File: config.mk
export PLATFORM = sky130hd
export DESIGN_NAME = clock_module
export DESIGN_NICKNAME = d
export VERILOG_FILES = /design/src/rtl/clock_module.sv
export SDC_FILE = /design/constraint.sdc
export NUM_CORES = 1
export LEC_CHECK = 0
export CAP_MARGIN = 20
export CORE_MARGIN = 1
export CORE_UTILIZATION = 60
export DETAILED_ROUTE_END_ITERATION = 12
export DONT_BUFFER_PORTS = 1
export PLACE_DENSITY_LB_ADDON = 0.12
export SYNTH_ARGS = -nofsm -noshare
export SYNTH_HDL_FRONTEND = slang
export SYNTH_SLANG_ARGS = --single-unit
File: constraint.sdc
create_clock -name clk -period 3 [get_ports clk]
set_clock_uncertainty 0.2 [all_clocks]
set_input_delay 0.45 -clock clk [delete_from_list [all_inputs] [get_ports clk]]
set_output_delay 0.45 -clock clk [all_outputs]
set_load 0.05 [all_outputs]
File: src/rtl/clock_module.sv
// Computer clock generator for the 8-bit machine. It produces a divided auto clock or debounced
// single-step pulses, and halt freezes it. Every output comes from a flop, so clk_out is glitch-free.
module clock_module #(
  parameter int DIV_WIDTH        = 16,
  parameter int DEBOUNCE_CYCLES  = 4,
  parameter int STEP_HIGH_CYCLES = 4
) (
  input  logic                 clk,
  input  logic                 not_reset,
  input  logic                 mode,
  input  logic                 step_btn,
  input  logic                 halt,
  input  logic [DIV_WIDTH-1:0] div,
  output logic                 clk_out,
  output logic                 not_clk_out,
  output logic                 clk_rise
);

  localparam int                   DB_W      = (DEBOUNCE_CYCLES > 1) ? $clog2(DEBOUNCE_CYCLES) : 1;
  localparam logic [DB_W-1:0]      DB_LAST   = DB_W'(DEBOUNCE_CYCLES - 1);
  localparam logic [DIV_WIDTH-1:0] STEP_LAST = DIV_WIDTH'(STEP_HIGH_CYCLES - 1);

  typedef enum logic [2:0] {
    AUTO_LOW,
    AUTO_HIGH,
    MAN_IDLE,
    MAN_HIGH,
    MAN_WAIT_REL,
    HALTED
  } state_t;

  logic                 r_sync1;
  logic                 r_sync2;
  logic                 r_btn_db;
  logic [DB_W-1:0]      r_db_cnt;
  state_t               r_state;
  logic [DIV_WIDTH-1:0] r_cnt;
  logic                 r_clk_out;
  logic                 r_not_clk_out;
  logic                 r_clk_rise;

  logic                 w_phase_done;
  logic                 w_step_done;
  logic [DIV_WIDTH-1:0] w_cnt_inc;

  // A >= compare lets a lowered div end the current phase at once instead of wrapping.
  assign w_phase_done = (r_cnt >= div);
  assign w_step_done  = (r_cnt >= STEP_LAST);
  assign w_cnt_inc    = r_cnt + DIV_WIDTH'(1);

  // NOTE: all state below uses non-blocking assignments, so every flop samples the pre-edge values.
  always_ff @(posedge clk or negedge not_reset) begin
    if (!not_reset) begin
      r_sync1 <= 1'b0;
      r_sync2 <= 1'b0;
    end else begin
      r_sync1 <= step_btn;
      r_sync2 <= r_sync1;
    end
  end

  always_ff @(posedge clk or negedge not_reset) begin
    if (!not_reset) begin
      r_btn_db <= 1'b0;
      r_db_cnt <= '0;
    end else if (r_sync2 != r_btn_db) begin
      if (r_db_cnt == DB_LAST) begin
        r_btn_db <= r_sync2;
        r_db_cnt <= '0;
      end else begin
        r_db_cnt <= r_db_cnt + DB_W'(1);
      end
    end else begin
      r_db_cnt <= '0;
    end
  end

  always_ff @(posedge clk or negedge not_reset) begin
    if (!not_reset) begin
      r_state       <= AUTO_LOW;
      r_cnt         <= '0;
      r_clk_out     <= 1'b0;
      r_not_clk_out <= 1'b1;
      r_clk_rise    <= 1'b0;
    end else begin
      r_clk_rise <= 1'b0;
      if (halt) begin
        // Halt cuts a high phase short rather than waiting for it to complete.
        r_state       <= HALTED;
        r_cnt         <= '0;
        r_clk_out     <= 1'b0;
        r_not_clk_out <= 1'b1;
      end else begin
        unique case (r_state)
          AUTO_LOW: begin
            if (mode) begin
              r_state <= MAN_IDLE;
              r_cnt   <= '0;
            end else if (w_phase_done) begin
              r_state       <= AUTO_HIGH;
              r_cnt         <= '0;
              r_clk_out     <= 1'b1;
              r_not_clk_out <= 1'b0;
              r_clk_rise    <= 1'b1;
            end else begin
              r_cnt <= w_cnt_inc;
            end
          end
          AUTO_HIGH: begin
            if (w_phase_done) begin
              r_state       <= AUTO_LOW;
              r_cnt         <= '0;
              r_clk_out     <= 1'b0;
              r_not_clk_out <= 1'b1;
            end else begin
              r_cnt <= w_cnt_inc;
            end
          end
          MAN_IDLE: begin
            r_cnt <= '0;
            if (!mode) begin
              r_state <= AUTO_LOW;
            end else if (r_btn_db) begin
              r_state       <= MAN_HIGH;
              r_clk_out     <= 1'b1;
              r_not_clk_out <= 1'b0;
              r_clk_rise    <= 1'b1;
            end
          end
          MAN_HIGH: begin
            if (w_step_done) begin
              r_state       <= MAN_WAIT_REL;
              r_cnt         <= '0;
              r_clk_out     <= 1'b0;
              r_not_clk_out <= 1'b1;
            end else begin
              r_cnt <= w_cnt_inc;
            end
          end
          MAN_WAIT_REL: begin
            r_cnt <= '0;
            if (!mode) begin
              r_state <= AUTO_LOW;
            end else if (!r_btn_db) begin
              r_state <= MAN_IDLE;
            end
          end
          HALTED: begin
            r_cnt <= '0;
            if (!mode) begin
              r_state <= AUTO_LOW;
            end else if (r_btn_db) begin
              r_state <= MAN_WAIT_REL;
            end else begin
              r_state <= MAN_IDLE;
            end
          end
          default: begin
            r_state       <= AUTO_LOW;
            r_cnt         <= '0;
            r_clk_out     <= 1'b0;
            r_not_clk_out <= 1'b1;
          end
        endcase
      end
    end
  end

  assign clk_out     = r_clk_out;
  assign not_clk_out = r_not_clk_out;
  assign clk_rise    = r_clk_rise;

  property p_rise_single;
    @(posedge clk) disable iff (!not_reset) r_clk_rise |=> !r_clk_rise;
  endproperty
  a_rise_single: assert property (p_rise_single);

  property p_complement;
    @(posedge clk) disable iff (!not_reset) r_not_clk_out == ~r_clk_out;
  endproperty
  a_complement: assert property (p_complement);

endmodule

==> impl_metrics.yaml, run 1 <==
clocking:
  cts_tree: "done"
  clkTransAtPathRegs_ns: 0.14
  clkSinkCount: 27
  clk_latency_ns: 0.32
  htree_levels: 1
  root_buffer: "clkbuf_4"
  numCtsBuffers: 3
  postCtsSetupBuffers: 0
  clock_path_buffers: 2
grt:
  grt_max_degree: 28
  antenna_found_initial: 0
  grt_pass1_wl_um: 6410
  track_usage: 0.249
  grt_pass1_vias: 1458
  gr-total-overflow: 0
die:
  die_area_um2: 3360
  start_util: 0.659
  core_um2: 2850
  fp.dieH_um: 58.0
  die_w_um: 58.0
  io_pins: 24
  num_rows: 19
power_and_ir_drop:
  p_comb_frac: 0.209
  finalPower_uw: 736
  power_switching_uw: 223
  clkPwrFrac: 0.209
  power_density_nw_per_um2: 377
  sw_frac_of_total: 0.303
  p_int_uw: 513
  power.share.sequential: 0.582
  power.leakage_nw: 0.876
  peakVddDrop_mv: 0.369
detailed_routing:
  wirelength_um: 3820
  top_layer_used: "met4"
  first_pass_iters: 8
  m1WireLength_um: 1710
  wl_met3_um: 163
  routed_via_density: 6.55
  drcViolationCount: 2
  avgRoutedWirePerCell_um: 16.7
  vias: 1501
  postRouteAntennaNets: 0
  drtIter0Drc: 47
  dr_wl_met2_um: 1910
sta:
  fin_crit_ns: 2.72
  rsz0062_at_grt: "no"
  period_share: 0.906
  fin_setup_tns_ns: 0
  worstMarginPinSlew_ns: 0.781
  setup_viol: 0
  max_freq_ghz: 0.368
  setup_slack_ns: 0.281
  hold_ws_ns: 0.0510
  slew_headroom: 0.479
  hold_viol_final: 0
  slew_violations: 0
cells_and_area:
  multiInputGateArea_um2: 1080
  final_cell_mix: "dfrtp_1, inv_1, ha_1"
  seqCellArea_um2: 677
  n_antenna_cell: 0
  fin_nets: 238
  n_fill_cell: 251
  drive_above_1_share: 0.111
  layout_commonest_cell: "dfrtp_1"
  area_growth_pct: 3.79
logic_synthesis:
  postSynthCellCount: 196
  yosysSeqAreaShare: 0.360
  syn-cell-area_um2: 1880
  yosysTopAreaCellShare: 0.346
  synth_edf_count: 0
  yosysWarnings: 0
  async_reset_ff_frac: 1.00
  synthTopCellsByArea: "dfrtp_1, ha_1, a211oi_2, inv_1, xnor2_1"
  synth.distinct_cells: 45
  synth_top_flop_cell: "dfrtp_1"
  syn_nets: 235
  syn_avg_cell_area_um2: 9.59
  synth_seq_cells: 27
  yosysTopAreaCell: "dfrtp_1"
run_status:
  failed_checks: "design-rule violations"
  status: "finished, violations left"
critical_path:
  crit_slowest_cell: "or4_4"
  ff2ff_path_depth: 7
  crit_cells: 7
  critPathCaptureType: "flop"
  cp.buffers_inverters: 1
  path_max_fanout: 16
  critPathTopFamily: "simple AND/OR/NAND/NOR gates"
  crit_chain: "inv_1 > ha_1 > nand2b_4 > a2111o_1 > and3_4 > or4_4 > a211oi_1"
  crit_required_ns: 3.03
  start_kind: "flop"
  cp.arrival_ns: 2.75
  path_class: "reg -> reg"
  slowest_delay_ns: 0.66
run:
  cap_violations: 0
min_path:
  hold_depth: 2
  worst_hold_path_type: "in -> reg"
place:
  place_ws_ns: 0.278
  dp_hpwl_um: 2880
  port_buffers: 0
  place_congestion: 0.898
cells by family after synthesis:
| logic type | Yosys count | synth area share |
|---|---|---|
| muxes | 1 | 0.00599 |
| xor gates and xnor gates | 15 | 0.0699 |
| buffers and inverters | 26 | 0.0652 |
| and+or+nand+nor | 69 | 0.202 |
| DFF | 27 | 0.360 |
| adders and majority gates | 18 | 0.120 |
| AOI/OAI and AO/OA | 40 | 0.176 |
routing by layer:
| metal | global-route usage | vias to the layer above |
|---|---|---|
| met5 | 0 | - |
| met4 | 0.0918 | 0 |
| met3 | 0.0290 | 8 |
| met2 | 0.440 | 39 |
| met1 | 0.314 | 739 |
| li1 | - | 715 |
sequential cells by signal, indices dropped and copies added (netlist names):
| name | flops |
|---|---|
| clk_out | 1 |
| r_cnt | 16 |
| r_state | 3 |
| r_sync2 | 1 |
| r_sync1 | 1 |
| r_btn_db | 1 |
| not_clk_out | 1 |
| clk_rise | 1 |
| r_db_cnt | 2 |
area by class of cell:
cell class	count	area share
clock buffers	4	0.0135
inverters	19	0.0366
multi-input cells	143	0.554
flip-flops and latches	27	0.347
well taps	31	0.0199
repair buffers	5	0.0295
synthesized netlist by cell type, types with 4 or more instances:
master and number:
dfrtp_1 26, nor3_1 8, nand4_1 7, nor2_1 8, inv_1 19, o21ai_0 4, a211oi_2 10, xnor2_1 8
nand3_1 7, xor2_1 7, a21oi_1 7, nand2_1 15, ha_1 18, a211oi_1 8, or3_1 5
what timing repair did:
action | in CTS | in global routing
resized for setup | 0 | 0
hold buffers | 4 | 0
endpoints found under the hold margin | 29 | 0
final timing paths:
kind                       slack [ns]  startpoint           to
min reg2reg                      0.17     r_sync1      r_sync2
max                              0.28    r_cnt[0]    r_cnt[15]
max reg2reg                      0.28    r_cnt[0]    r_cnt[15]
min                              0.05        halt   r_state[2]
min in group asynchronous        0.34   not_reset     r_cnt[4]
max in group asynchronous        2.03   not_reset  not_clk_out
power by group through the flow:
stage / combinational, mW / sequential (mW) / clock [mW]
after floorplan: 0.136 / 0.418 / 0
after global placement: 0.130 / 0.431 / 0
after detailed placement: 0.142 / 0.434 / 0
after CTS: 0.156 / 0.427 / 0.159
after global routing: 0.172 / 0.434 / 0.174
final: 0.154 / 0.428 / 0.153
per-stage QoR:
step | std cells | utilization | cell area, µm²
final | 229 | 0.684 | 1950
after global routing | 229 | 0.684 | 1950
after detailed placement | 221 | 0.657 | 1870
after floorplan | 196 | - | 1880
after global placement | 221 | 0.657 | 1870
after CTS | 229 | 0.684 | 1950
worst register-to-register path: stages (launching register included):
cell and delay [ns]:
dfrtp_1 0.42, inv_1 0.06, ha_1 0.26, nand2b_4 0.14, a2111o_1 0.43, and3_4 0.17, or4_4 0.66, a211oi_1 0.29
Power figures use the tool's default switching activity.
==> inputs of run 2 (changes only) <==
- MAX_ROUTING_LAYER: not set -> met4
- SETUP_SLACK_MARGIN: not set -> 0.1
==> impl_metrics.yaml, run 2 (same netlist as run 1, synthesis figures left out) <==
critical_path:
  start_kind: "flop"
  crit_required_ns: 3.04
  critPathCaptureType: "flop"
  crit_chain: "inv_1 > ha_1 > nand2b_4 > a2111o_1 > and3_4 > or4_4 > a211oi_1"
  cp.buffers_inverters: 1
  cp.arrival_ns: 2.75
  slowest_delay_ns: 0.66
  crit_slowest_cell: "or4_4"
  critPathTopFamily: "simple AND/OR/NAND/NOR gates"
  path_max_fanout: 16
  path_class: "reg -> reg"
detailed_routing:
  dr_wl_met2_um: 1860
  vias: 1462
  avgRoutedWirePerCell_um: 16.6
  m1WireLength_um: 1740
  wl_met3_um: 132
  top_layer_used: "met4"
  wirelength_um: 3810
  drtIter0Drc: 58
  postRouteAntennaNets: 0
  routed_via_density: 6.38
  first_pass_iters: 8
  drcViolationCount: 2
cells_and_area:
  largest_reg_flops: 16
  final_cell_mix: "dfrtp_1, inv_1, ha_1"
  top_regs: "r_cnt: 16 flops, r_state: 3 flops, r_db_cnt: 2 flops"
  fin_nets: 238
  layout_commonest_cell: "dfrtp_1"
  n_antenna_cell: 0
  utilization: 0.684
  n_fill_cell: 239
  largest-register: "r_cnt"
  drive_above_1_share: 0.111
  area_growth_pct: 3.79
grt:
  antenna_found_initial: 0
  grt_pass1_wl_um: 6330
  gr-total-overflow: 0
  grt_max_degree: 28
  grt_pass1_vias: 1472
  track_usage: 0.255
power_and_ir_drop:
  power.leakage_nw: 0.876
  peakVddDrop_mv: 0.342
  power_density_nw_per_um2: 379
clocking:
  htree_levels: 1
  clk_latency_ns: 0.33
  clock_path_buffers: 2
  cts_tree: "done"
  root_buffer: "clkbuf_4"
  clkSinkCount: 27
  cts_resized: 0
  numCtsBuffers: 3
  clkTransAtPathRegs_ns: 0.15
  postCtsSetupBuffers: 0
place:
  place_congestion: 0.908
  port_buffers: 0
  dp_hpwl_um: 2770
  place_ws_ns: 0.302
die:
  die_w_um: 58.0
  fp.dieH_um: 58.0
  num_rows: 19
  io_pins: 24
  core_um2: 2850
  start_util: 0.659
  die_area_um2: 3360
sta:
  rsz0062_at_grt: "no"
  setup_viol: 0
  worstMarginPinSlew_ns: 0.793
  period_share: 0.902
  slew_headroom: 0.471
  hold_ws_ns: 0.0485
  setup_slack_ns: 0.294
  max_freq_ghz: 0.370
  hold_viol_final: 0
  fin_crit_ns: 2.71
  fin_setup_tns_ns: 0
  slew_violations: 0
run_status:
  status: "finished, violations left"
  failed_checks: "design-rule violations"
run:
  cap_violations: 0
min_path:
  worst_hold_path_type: "in -> reg"
[run 2: cell counts in the layout (fill, tap and decap cells not counted)]
Identical to the previous run, type by type.
[run 2: where the power goes]
| group | internal, mW | switching, mW |
|---|---|---|
| registers | 0.392 | 0.0372 |
| clock network | 0.0521 | 0.106 |
| logic | 0.0700 | 0.0829 |
[run 2: worst reg2reg max path: stages, from the launching register on]
cell	delay [ns]
dfrtp_1	0.42
inv_1	0.06
ha_1	0.26
nand2b_4	0.13
a2111o_1	0.42
and3_4	0.16
or4_4	0.66
a211oi_1	0.30
[run 2: layer usage]
layer	vias up	GRT usage
met4	0	0.109
li1	714	-
met3	8	0.0290
met1	703	0.312
met5	-	-
met2	37	0.429
[run 2: path summary, 6_finish.rpt]
kind	startpoint	end	slack, ns	depth (start not counted)
max	r_cnt[0]	r_cnt[15]	0.29	7
min	halt	r_state[2]	0.05	2
max reg2reg	r_cnt[0]	r_cnt[15]	0.29	7
min reg2reg	r_sync1	r_sync2	0.17	0
max in group asynchronous	not_reset	not_clk_out	2.02	2
min in group asynchronous	not_reset	r_cnt[4]	0.33	2
[run 2: area by class of cell]
cell class,count,area [µm²],area share
timing repair buffer,5,57.6,0.0295
clock buffer,4,26.3,0.0135
tap,31,38.8,0.0199
sequential,27,677,0.347
inverter,19,71.3,0.0366
multi-input combinational,143,1080,0.554
[run 2: metrics by stage]
| stage | total power [mW] | area [µm²] | std cells |
|---|---|---|---|
| floorplan | 0.554 | 1880 | 196 |
| finish | 0.740 | 1950 | 229 |
| global route | 0.780 | 1950 | 229 |
| detailed placement | 0.574 | 1870 | 221 |
| CTS | 0.740 | 1950 | 229 |
| global placement | 0.561 | 1870 | 221 |
[run 2: what timing repair did]
| action | 4_1_cts | 5_1_grt |
|---|---|---|
| hold endpoints to repair | 29 | 0 |
| setup endpoints to repair | 0 | 0 |
| hold buffers | 4 | 0 |
==> inputs of run 3 (changes only) <==
- clock period: 3 -> 3.2 ns (I/O delays scaled with it)
==> impl_metrics.yaml, run 3 (same netlist as run 1, synthesis figures left out) <==
run_status:
  status: "finished, violations left"
  failed_checks: "design-rule violations"
sta:
  slew_violations: 0
  period_share: 0.845
  rsz0062_at_grt: "no"
  setup_viol: 0
  fin_crit_ns: 2.70
  hold_viol_final: 0
  slew_headroom: 0.486
  worstMarginPinSlew_ns: 0.771
  fin_setup_tns_ns: 0
  max_freq_ghz: 0.370
clocking:
  clk_latency_ns: 0.32
  root_buffer: "clkbuf_4"
  cts_tree: "done"
  cts_resized: 0
  postCtsSetupBuffers: 0
  clkSinkCount: 27
  numCtsBuffers: 3
  clock_path_buffers: 2
  clkTransAtPathRegs_ns: 0.14
  htree_levels: 1
  cts_hold_buffers: 4
detailed_routing:
  postRouteAntennaNets: 0
  drtIter0Drc: 39
  routed_via_density: 6.34
  first_pass_iters: 8
  drcViolationCount: 2
  avgRoutedWirePerCell_um: 16.0
  wirelength_um: 3660
  vias: 1452
power_and_ir_drop:
  clkPwrFrac: 0.211
  power.leakage_nw: 0.879
  power_density_nw_per_um2: 354
  sw_frac_of_total: 0.306
  p_comb_frac: 0.209
  peakVddDrop_mv: 0.311
  p_int_uw: 479
  power.share.sequential: 0.579
  power_switching_uw: 211
grt:
  grt_pass1_vias: 1408
  grt_pass1_wl_um: 6210
  gr-total-overflow: 0
  antenna_found_initial: 0
  grt_max_degree: 28
  track_usage: 0.249
min_path:
  whs_endpoint: "r_state[1]"
  hold_depth: 2
  min-delay-start: "mode"
  worst_hold_path_type: "in -> reg"
critical_path:
  crit_required_ns: 3.24
  cp.arrival_ns: 2.74
  reg2reg_to: "r_cnt[3]"
  critPathTopFamily: "simple AND/OR/NAND/NOR gates"
  slowest_delay_ns: 0.66
  path_class: "reg -> reg"
  r2r_slack_ns: 0.50
  reg2reg_from: "r_cnt[0]"
  cp.buffers_inverters: 1
  crit_chain: "inv_1 > ha_1 > nand2b_4 > a2111o_1 > and3_4 > or4_4 > a211oi_1"
  start_kind: "flop"
  ff2ff_path_depth: 7
  crit_slowest_cell: "or4_4"
  path_max_fanout: 16
  crit_path_start: "r_cnt[0]"
  critPathCaptureType: "flop"
cells_and_area:
  final_cell_mix: "dfrtp_1, inv_1, ha_1"
  layout.cells.non_filler: 229
  seqCellArea_um2: 677
  n_antenna_cell: 0
  top_regs: "r_cnt: 16 flops, r_state: 3 flops, r_db_cnt: 2 flops"
  n_fill_cell: 234
  largest_reg_flops: 16
  drive_above_1_share: 0.116
  multiInputGateArea_um2: 1080
  largest-register: "r_cnt"
  layout_commonest_cell: "dfrtp_1"
  area_growth_pct: 3.86
  fin_nets: 238
die:
  die_w_um: 58.0
  fp.dieH_um: 58.0
  die_area_um2: 3360
  core_um2: 2850
  num_rows: 19
  io_pins: 24
  start_util: 0.659
place:
  place_congestion: 0.906
  port_buffers: 0
  dp.cells: 221
  dp_hpwl_um: 2730
run:
  cap_violations: 0
-- run 3: per-stage QoR --
step	util	cell area [µm²]	power, mW	setup slack [ns]	hold WS (ns)
3_3_place_gp	0.657	1870	0.526	0.528	-0.0150
6_report	0.684	1950	0.690	0.496	0.0752
5_1_grt	0.684	1950	0.732	0.390	0.0590
2_1_floorplan	-	1880	0.519	0.505	-0.0156
4_1_cts	0.684	1950	0.698	0.489	0.0533
3_5_place_dp	0.657	1870	0.537	0.475	-0.0150
-- run 3: routing by layer --
metal / routed length [µm] / part of all wire / GRT usage / vias up
li1: - / - / - / 719
met3: 80 / 0.022 / 0.0268 / 8
met1: 1720 / 0.47 / 0.328 / 694
met2: 1820 / 0.50 / 0.402 / 31
met5: 0 / 0 / - / -
met4: 44 / 0.012 / 0.0850 / 0
-- run 3: worst max path at each step --
stage,endpoint,slack (ns),cells after the start
after global routing,r_cnt[2],0.39,6
final,r_cnt[3],0.50,7
after detailed placement,r_cnt[5],0.48,6
after CTS,r_cnt[3],0.49,7
after floorplan,r_cnt[10],0.51,8
after global placement,r_cnt[15],0.53,6
-- run 3: layout make-up --
| class | instances | area share |
|---|---|---|
| Multi-Input combinational cell | 143 | 0.553 |
| Inverter | 19 | 0.0365 |
| Sequential cell | 27 | 0.347 |
| Timing Repair Buffer | 5 | 0.0295 |
| Clock buffer | 3 | 0.0115 |
| Clock inverter | 1 | 0.00256 |
| Tap cell | 31 | 0.0199 |
-- run 3: power groups by stage --
stage	combinational [mW]	clock [mW]	sequential (mW)
4_1_cts	0.145	0.154	0.399
6_report	0.145	0.146	0.400
3_5_place_dp	0.131	0	0.406
3_3_place_gp	0.122	0	0.404
2_1_floorplan	0.127	0	0.392
5_1_grt	0.162	0.165	0.404
